[config.mk]
export PLATFORM = sky130hd
export DESIGN_NAME = pipe_hazard_ctrl
export DESIGN_NICKNAME = d
export VERILOG_FILES = /design/src/rtl/pipe_ctrl_pkg.sv /design/src/rtl/hazard_detect.sv /design/src/rtl/pipe_hazard_ctrl.sv
export SDC_FILE = /design/constraint.sdc
export NUM_CORES = 1
export LEC_CHECK = 0
export ABC_CLOCK_PERIOD_IN_PS = 2120
export CAP_MARGIN = 10
export CORE_MARGIN = 4
export CORE_UTILIZATION = 47
export CTS_CLUSTER_DIAMETER = 40
export DETAILED_ROUTE_END_ITERATION = 8
export PLACE_DENSITY = 0.74
export RECOVER_POWER = 100
export SLEW_MARGIN = 20
export SYNTH_ARGS = -nofsm -noshare
export SYNTH_HDL_FRONTEND = slang
export SYNTH_SLANG_ARGS = --single-unit
[constraint.sdc]
create_clock -name i_clock -period 2.12 [get_ports i_clock]
set_input_delay 0.318 -clock i_clock [delete_from_list [all_inputs] [get_ports i_clock]]
set_output_delay 0.318 -clock i_clock [all_outputs]
set_load 0.02 [all_outputs]
[src/rtl/pipe_ctrl_pkg.sv]
// Shared encodings for the pipeline control slice: sequencer states and register-index constants.
package pipe_ctrl_pkg;

   localparam int REG_W = 5;
   localparam logic [REG_W-1:0] REG_ZERO = '0;

   typedef logic [REG_W-1:0] reg_idx_t;

   localparam logic [1:0] ST_FLUSH    = 2'd0;
   localparam logic [1:0] ST_RUN      = 2'd1;
   localparam logic [1:0] ST_MEM_WAIT = 2'd2;
   localparam logic [1:0] ST_ERROR    = 2'd3;

endpackage

[src/rtl/hazard_detect.sv]
// Load-use hazard compare between the load in EX and the source registers of the instruction in ID.
// Purely combinational, zero latency; no flow control of its own.
module hazard_detect
   import pipe_ctrl_pkg::*;
(
   input  logic [REG_W-1:0] i_id_rs,
   input  logic [REG_W-1:0] i_id_rt,
   input  logic             i_id_uses_rt,
   input  logic [REG_W-1:0] i_ex_rt,
   input  logic             i_ex_mem_read,
   output logic             o_load_use
);

   logic w_rs_match;
   logic w_rt_match;

   assign w_rs_match = (i_ex_rt == i_id_rs);
   assign w_rt_match = i_id_uses_rt && (i_ex_rt == i_id_rt);
   // A load into r0 never creates a real dependency.
   assign o_load_use = i_ex_mem_read && (i_ex_rt != REG_ZERO) && (w_rs_match || w_rt_match);

endmodule

[src/rtl/pipe_hazard_ctrl.sv]
// Pipeline sequencer: per-stage enables/flushes for load-use, taken branch and multi-cycle data memory.
// Controls act in the same cycle as their cause; a memory stall freezes every stage until ready or timeout.
module pipe_hazard_ctrl
   import pipe_ctrl_pkg::*;
#(
   parameter int MEM_TIMEOUT  = 16,
   parameter int FLUSH_CYCLES = 2,
   parameter int CNT_W        = 16
)
(
   input  logic             i_clock,
   input  logic             i_reset_n,
   input  logic [REG_W-1:0] i_id_rs,
   input  logic [REG_W-1:0] i_id_rt,
   input  logic             i_id_uses_rt,
   input  logic [REG_W-1:0] i_ex_rt,
   input  logic             i_ex_MemRead,
   input  logic             i_branch_taken,
   input  logic             i_mem_access,
   input  logic             i_dmem_ready,
   output logic             o_dmem_req,
   output logic             o_pc_en,
   output logic             o_if_id_en,
   output logic             o_if_id_flush,
   output logic             o_id_ex_en,
   output logic             o_id_ex_flush,
   output logic             o_ex_mem_en,
   output logic             o_mem_wb_en,
   output logic             o_mem_wb_bubble,
   output logic             o_mem_err,
   output logic [CNT_W-1:0] o_stall_cycles
);

   localparam logic [15:0] TMO        = 16'(MEM_TIMEOUT);
   localparam logic [3:0]  FLUSH_LAST = 4'(FLUSH_CYCLES - 1);
   localparam logic [CNT_W-1:0] CNT_ONE = {{(CNT_W-1){1'b0}}, 1'b1};

   logic [1:0]       r_state;
   logic [15:0]      r_wait_cnt;
   logic [3:0]       r_flush_cnt;
   logic             r_mem_err;
   logic [CNT_W-1:0] r_stall;

   logic [1:0]  w_state_nxt;
   logic [15:0] w_wait_nxt;
   logic [3:0]  w_flush_nxt;
   logic        w_load_use;
   logic        w_advance;
   logic        w_count_stall;
   logic        w_pc_en, w_if_id_en, w_id_ex_en, w_ex_mem_en, w_mem_wb_en;
   logic        w_if_id_flush, w_id_ex_flush, w_mem_wb_bubble, w_dmem_req;

   hazard_detect u_hazard_detect (
      .i_id_rs       (i_id_rs),
      .i_id_rt       (i_id_rt),
      .i_id_uses_rt  (i_id_uses_rt),
      .i_ex_rt       (i_ex_rt),
      .i_ex_mem_read (i_ex_MemRead),
      .o_load_use    (w_load_use)
   );

   always_comb begin
      w_pc_en         = 1'b1;
      w_if_id_en      = 1'b1;
      w_id_ex_en      = 1'b1;
      w_ex_mem_en     = 1'b1;
      w_mem_wb_en     = 1'b1;
      w_if_id_flush   = 1'b0;
      w_id_ex_flush   = 1'b0;
      w_mem_wb_bubble = 1'b0;
      w_dmem_req      = 1'b0;
      w_advance       = 1'b0;
      w_state_nxt     = r_state;
      w_wait_nxt      = r_wait_cnt;
      w_flush_nxt     = r_flush_cnt;

      case (r_state)
         ST_FLUSH: begin
            w_pc_en         = 1'b0;
            w_if_id_flush   = 1'b1;
            w_id_ex_flush   = 1'b1;
            w_mem_wb_bubble = 1'b1;
            if (r_flush_cnt == FLUSH_LAST) begin
               w_state_nxt = ST_RUN;
               w_flush_nxt = 4'd0;
            end else begin
               w_flush_nxt = r_flush_cnt + 4'd1;
            end
         end
         ST_RUN: begin
            w_dmem_req = i_mem_access;
            if (i_mem_access && !i_dmem_ready) begin
               // Memory stall outranks branch/load-use; those are re-seen on release.
               w_state_nxt = ST_MEM_WAIT;
               w_wait_nxt  = 16'd1;
            end else begin
               w_advance = 1'b1;
            end
         end
         ST_MEM_WAIT: begin
            w_dmem_req = 1'b1;
            if (i_dmem_ready) begin
               w_advance   = 1'b1;
               w_state_nxt = ST_RUN;
            end else begin
               w_wait_nxt = r_wait_cnt + 16'd1;
               if (w_wait_nxt == TMO) begin
                  w_state_nxt = ST_ERROR;
               end
            end
         end
         default: begin
         end
      endcase

      if (!w_advance && r_state != ST_FLUSH) begin
         w_pc_en         = 1'b0;
         w_if_id_en      = 1'b0;
         w_id_ex_en      = 1'b0;
         w_ex_mem_en     = 1'b0;
         w_mem_wb_en     = 1'b0;
         w_mem_wb_bubble = 1'b1;
      end else if (w_advance && i_branch_taken) begin
         w_if_id_flush = 1'b1;
         w_id_ex_flush = 1'b1;
      end else if (w_advance && w_load_use) begin
         w_pc_en       = 1'b0;
         w_if_id_en    = 1'b0;
         w_id_ex_flush = 1'b1;
      end
   end

   assign w_count_stall = !w_pc_en && (r_state == ST_RUN || r_state == ST_MEM_WAIT);

   always_ff @(posedge i_clock or negedge i_reset_n) begin
      if (!i_reset_n) begin
         r_state     <= ST_FLUSH;
         r_wait_cnt  <= 16'd0;
         r_flush_cnt <= 4'd0;
         r_mem_err   <= 1'b0;
         r_stall     <= '0;
      end else begin
         r_state     <= w_state_nxt;
         r_wait_cnt  <= w_wait_nxt;
         r_flush_cnt <= w_flush_nxt;
         if (w_state_nxt == ST_ERROR) begin
            r_mem_err <= 1'b1;
         end
         if (w_count_stall && (r_stall != {CNT_W{1'b1}})) begin
            r_stall <= r_stall + CNT_ONE;
         end
      end
   end

   assign o_dmem_req      = w_dmem_req;
   assign o_pc_en         = w_pc_en;
   assign o_if_id_en      = w_if_id_en;
   assign o_if_id_flush   = w_if_id_flush;
   assign o_id_ex_en      = w_id_ex_en;
   assign o_id_ex_flush   = w_id_ex_flush;
   assign o_ex_mem_en     = w_ex_mem_en;
   assign o_mem_wb_en     = w_mem_wb_en;
   assign o_mem_wb_bubble = w_mem_wb_bubble;
   assign o_mem_err       = r_mem_err;
   assign o_stall_cycles  = r_stall;

endmodule
==> flow_summary.json, run 1 <==
{
  "status": "finished with violations",
  "violations": "negative setup slack",
  "rsz0062_at_grt": "yes",
  "slowest_stage": "dfrtp_1",
  "nNetsFinal": 391,
  "clkSlewWorstSetupHoldPaths_ns": 0.08,
  "drtIter0Drc": 152,
  "die_area_sq_um": 6570,
  "num_antenna_cells": 0,
  "core_area_sq_um": 5140,
  "synth_xor_area_frac": 0.112,
  "numCtsBuffers": 5,
  "first_global_vias": 2384,
  "ir_drop_mv": 0.917,
  "die_x_um": 81.1,
  "setup_tns_ns": -0.534,
  "tightest_slew_ns": 1.34,
  "cp-start-kind": "register",
  "synth_edf_count": 0,
  "antenna_found_initial": 0,
  "synthAdderAreaFrac": 0.0299,
  "seq_area_sq_um": 977,
  "p_clk_frac": 0.162,
  "path_class": "register to register",
  "start_util": 0.488,
  "yosys_warnings": 0,
  "clock_latency_ns": 0.29,
  "synth_compound_area_frac": 0.167,
  "whs_ns": 0.313,
  "synth_cells": 271,
  "synth_top_family_by_area": "simple AND/OR/NAND/NOR gates",
  "cts_sinks": 39,
  "ioPinCount": 48,
  "power.density_nw_per_um2": 818,
  "p_leak_uw": 0.00153,
  "fill_cells": 378,
  "post_dp_cell_area_sq_um": 3290,
  "drt-wirelength-per-cell_um": 15.6,
  "drv_slew": 0,
  "end_kind": "register",
  "drcViolationCount": 0,
  "final_common_cell": "buf_4",
  "seqPwrFrac": 0.313,
  "grt_pass1_wl_um": 11200,
  "min_period_over_period": 1.04,
  "synth_async_sr_flop_share": 1.00,
  "fmax_mhz": 452,
  "crit_buf_inv": 3,
  "portBuffers": 47,
  "ys_seq_area_frac": 0.389,
  "final_area_sq_um": 3730,
  "first_pass_iters": 6,
  "layout_common_cells": "buf_4 (40), dfrtp_1 (38), clkdlybuf4s50_1 (34)",
  "ys_types": 54,
  "final_core_util": 0.726,
  "grt_overflow": 0,
  "gp_congestion": 0.906,
  "setup_viol": 14,
  "cts_tree": "built",
  "clockRootBuffer": "clkbuf_8",
  "drive_gt1_frac": 0.302,
  "timing.final.ws_setup_ns": -0.0944,
  "track_usage": 0.218,
  "die_h_um": 81.1,
  "syn_area_sq_um": 2510,
  "multi_input_area_sq_um": 1640,
  "hold_viol": 0,
  "ant_nets": 0,
  "muxShareOfSynthArea": 0.0180,
  "p_sw_frac": 0.383,
  "worstPathCellList": "buf_6 > ha_4 > o21ai_4 > a21boi_4 > o311a_4 > buf_4 > a32oi_4 > buf_6 > nor2_4 > mux2_4",
  "placementRows": 26,
  "clk_path_buf_depth": 2,
  "syn2layout_area_growth_pct": 48.7,
  "avgSynthCellArea_sq_um": 9.26,
  "vias": 2425,
  "routed_wl_um": 6780,
  "finClkSkew_ns": 0.00402,
  "cts_hold_buf": 0,
  "synthSimpleGateAreaFrac": 0.243,
  "crit_path_max_incr_delay_ns": 0.41,
  "max_cap_viol_count": 0,
  "path_max_fanout": 5,
  "combPwrFrac": 0.525,
  "cp_common_cell": "buf_6",
  "p_switching_uw": 1170,
  "vias_per_cell": 5.59,
  "synthFlopType": "dfrtp_1",
  "synth_seq_cells": 39,
  "synth_nets": 299,
  "internal_power_uw": 1880,
  "hold_class": "input port to async pin",
  "htree_levels": 2,
  "worstPathArrival_ns": 2.39,
  "crit_family": "compound AO/OA/AOI/OAI gates",
  "min_period_ns": 2.21,
  "r2r_start": "r_state[1]$_DFF_PN0_",
  "dp_hpwl_um": 4630,
  "grt_start_max_net_pins": 24,
  "required_ns": 2.30,
  "cp-startpoint": "r_state[1]$_DFF_PN0_",
  "slew_headroom": 0.105
}
[flip-flops by register name (all words and copies together) (netlist names)]
name,count
o_mem_err,1
r_flush_cnt,4
r_state,2
o_stall_cycles,16
r_wait_cnt,16
[final timing paths]
path | to | cells after the start | slack [ns]
max | o_stall_cycles[15]$_DFFE_PN0P_ | 10 | -0.09
min | o_stall_cycles[6]$_DFFE_PN0P_ | 1 | 0.31
max reg2reg | o_stall_cycles[15]$_DFFE_PN0P_ | 10 | -0.09
min reg2reg | o_mem_err$_DFFE_PN0N_ | 1 | 0.49
max in group asynchronous | r_state[0]$_DFF_PN0_ | 2 | 0.76
min in group i_clock | o_mem_err$_DFFE_PN0N_ | 1 | 0.49
[routing by layer]
layer  global-route usage  share of wire  vias up
met5                    0              0        -
met4               0.0490         0.0081        0
met3               0.0432          0.054        8
met2                0.370           0.50       64
met1                0.287           0.43     1187
li1                     -              -     1166
[synth_stat cells, drive strengths merged (5+ instances only)]
library cell | n | area [sq um]
nand2 | 33 | 124
and3 | 5 | 32.5
xor2 | 15 | 131
clkbuf | 7 | 27.5
nand3 | 12 | 60.1
xnor2 | 17 | 149
nor4 | 8 | 83.8
dfrtp | 39 | 976
ha | 6 | 75.1
inv | 10 | 37.5
nor3 | 10 | 55.1
nand4 | 11 | 68.8
a21oi | 8 | 40.0
o21ai | 21 | 109
nor2 | 10 | 37.5
buf | 6 | 40.0
[layout make-up]
type	count	area share
clock buffers	6	0.0195
clock inverters	2	0.00335
inverters	10	0.0107
multi-input cells	209	0.440
flip-flops and latches	39	0.262
well taps	70	0.0235
repair buffers	98	0.241
[timing repair]
item                       CTS  global route
cloned                       1             0
setup buffers                4            10
gates resized for setup     75            25
pin swaps                   17            20
setup endpoints to repair   23            26
[cell families (layout without fill, tap and decap cells)]
group                    after synthesis  count (layout)
AO/OA/AOI/OAI                         58              58
XOR/XNOR                              32              32
adder cells (fa/ha/maj)                6               6
buffers and inverters                 23             116
flip-flops                            39              39
multiplexers                           4               4
AND/OR/NAND/NOR                      109             109
[power by group through the flow]
| stage | Combinational [uW] | Sequential [uW] | Clock (uW) |
|---|---|---|---|
| after floorplan | 665 | 1010 | 0 |
| after global placement | 1260 | 952 | 0 |
| after detailed placement | 1290 | 955 | 0 |
| after CTS | 1440 | 951 | 511 |
| after global routing | 1710 | 971 | 552 |
| final | 1600 | 956 | 495 |
[per-stage QoR]
step,std cells,worst slack (ns),total power (uW)
2_1_floorplan,271,0.0632,1680
3_3_place_gp,411,-0.491,2210
3_5_place_dp,411,-0.546,2240
4_1_cts,424,-0.0914,2900
5_1_grt,434,-0.178,3240
6_report,434,-0.0944,3050
Note: power is estimated with default switching activity, not from simulation.
==> run 2, diff against run 1 <==
- SKIP_CTS_REPAIR_TIMING: unset -> 1
==> flow_summary.json, run 2 (same netlist as run 1, synthesis figures left out) <==
{
  "status": "finished with violations",
  "violations": "negative setup slack",
  "drcViolationCount": 0,
  "antenna_found_initial": 0,
  "rsz0062_at_grt": "yes",
  "drive_gt1_frac": 0.274,
  "layout.cells.non_filler": 424,
  "post_dp_cell_area_sq_um": 3290,
  "p_leak_uw": 0.00149,
  "max_cap_viol_count": 0,
  "placementRows": 26,
  "end_kind": "primary output",
  "fill_cells": 407,
  "final_common_cell": "dfrtp_1",
  "grt_pass1_wl_um": 10600,
  "grt_overflow": 0,
  "hold_class": "input port to async pin",
  "setup_viol": 21,
  "worstPathArrival_ns": 1.91,
  "layout_common_cells": "dfrtp_1 (38), clkdlybuf4s50_1 (37), buf_4 (34)",
  "routed_wl_um": 6590,
  "cp-start-kind": "register",
  "gp_congestion": 0.906,
  "drt-wirelength-per-cell_um": 15.5,
  "ant_nets": 0,
  "path_max_fanout": 4,
  "die_x_um": 81.1,
  "place_inst": 411,
  "vias": 2370,
  "cts_sinks": 39,
  "slew_headroom": 0.141,
  "clockRootBuffer": "clkbuf_8",
  "die_area_sq_um": 6570,
  "num_antenna_cells": 0,
  "nNetsFinal": 381,
  "start_util": 0.488,
  "drtIter0Drc": 100,
  "finClkSkew_ns": 0.00728,
  "first_global_vias": 2323,
  "grt_start_max_net_pins": 24,
  "core_area_sq_um": 5140,
  "r2r_start": "r_state[0]$_DFF_PN0_",
  "final_area_sq_um": 3630,
  "tightest_slew_ns": 1.29,
  "die_h_um": 81.1,
  "numCtsBuffers": 5,
  "fmax_mhz": 449,
  "htree_levels": 2,
  "final_core_util": 0.705,
  "clk_path_buf_depth": 2,
  "rr_endpoint": "o_stall_cycles[4]$_DFFE_PN0P_",
  "ioPinCount": 48,
  "vias_per_cell": 5.59,
  "drv_slew": 0,
  "syn2layout_area_growth_pct": 44.5,
  "ir_drop_mv": 0.912,
  "reg2regPathDepth": 11,
  "min_period_ns": 2.23,
  "min_period_over_period": 1.05,
  "power.density_nw_per_um2": 833,
  "track_usage": 0.205,
  "dp_hpwl_um": 4630,
  "hold_viol": 0,
  "cts_tree": "built",
  "required_ns": 1.80,
  "first_pass_iters": 5,
  "setup_tns_ns": -1.28,
  "clock_latency_ns": 0.29,
  "clkSlewWorstSetupHoldPaths_ns": 0.08,
  "timing.final.ws_setup_ns": -0.106,
  "path_class": "register to primary output",
  "rrSetupSlack_ns": -0.09,
  "portBuffers": 47
}
## run 2: cell count changes in the layout (fill, tap and decap cells not counted), moves of 3 or more
cell / previous run / this run
buf_4: 40 / 34
buf_6: 11 / 5
clkdlybuf4s50_1: 34 / 37
dlygate4sd2_1: 3 / 0
dlymetal6s2s_1: 0 / 3
## run 2: metal layers
| layer | vias to the layer above | wire, um | global-route usage |
|---|---|---|---|
| met5 | - | 0 | 0 |
| met4 | 0 | 58 | 0.0405 |
| met3 | 9 | 395 | 0.0421 |
| met2 | 82 | 3250 | 0.346 |
| met1 | 1131 | 2880 | 0.273 |
| li1 | 1148 | - | - |
## run 2: stage by stage
| step | setup WS, ns | hold WS (ns) | power, uW |
|---|---|---|---|
| floorplan | 0.0632 | 0.0224 | 1680 |
| global placement | -0.491 | 0.329 | 2210 |
| detailed placement | -0.546 | 0.331 | 2240 |
| CTS | -0.597 | 0.0112 | 2740 |
| global route | -0.196 | 0.391 | 3210 |
| finish | -0.106 | 0.292 | 3020 |
## run 2: worst max-delay path by stage
stage / to / startpoint
floorplan: o_stall_cycles[8]$_DFFE_PN0P_ / r_state[1]$_DFF_PN0_
global placement: o_if_id_en / i_ex_rt[0]
detailed placement: o_pc_en / i_ex_rt[0]
CTS: o_pc_en / r_state[1]$_DFF_PN0_
global route: o_stall_cycles[4]$_DFFE_PN0P_ / r_state[0]$_DFF_PN0_
finish: o_mem_wb_en / r_state[0]$_DFF_PN0_
## run 2: layout make-up
| class | instances | area [sq um] | share of cell area |
|---|---|---|---|
| clock buffer | 6 | 72.6 | 0.0200 |
| clock inverter | 2 | 12.5 | 0.00345 |
| inverter | 10 | 40.0 | 0.0110 |
| multi-input combinational | 209 | 1630 | 0.450 |
| sequential | 39 | 977 | 0.269 |
| tap | 70 | 87.6 | 0.0242 |
| timing repair buffer | 88 | 806 | 0.222 |
## run 2: worst max-delay path, cell delays in order (launching register included)
cell and delay [ns]:
dfrtp_2 0.46, buf_6 0.14, ha_4 0.17, o21ai_4 0.18, a21boi_4 0.08, or2_2 0.29
buf_4 0.14, buf_2 0.15
## run 2: power breakdown
| group | switching [uW] | internal (uW) |
|---|---|---|
| Sequential | 110 | 842 |
| Combinational | 782 | 792 |
| Clock | 264 | 230 |
==> run 3, diff against run 2 <==
- CTS_CLUSTER_SIZE: unset -> 24
==> results of run 3 <==
The final DEF is identical to that of run 2; final timing and power are the same.
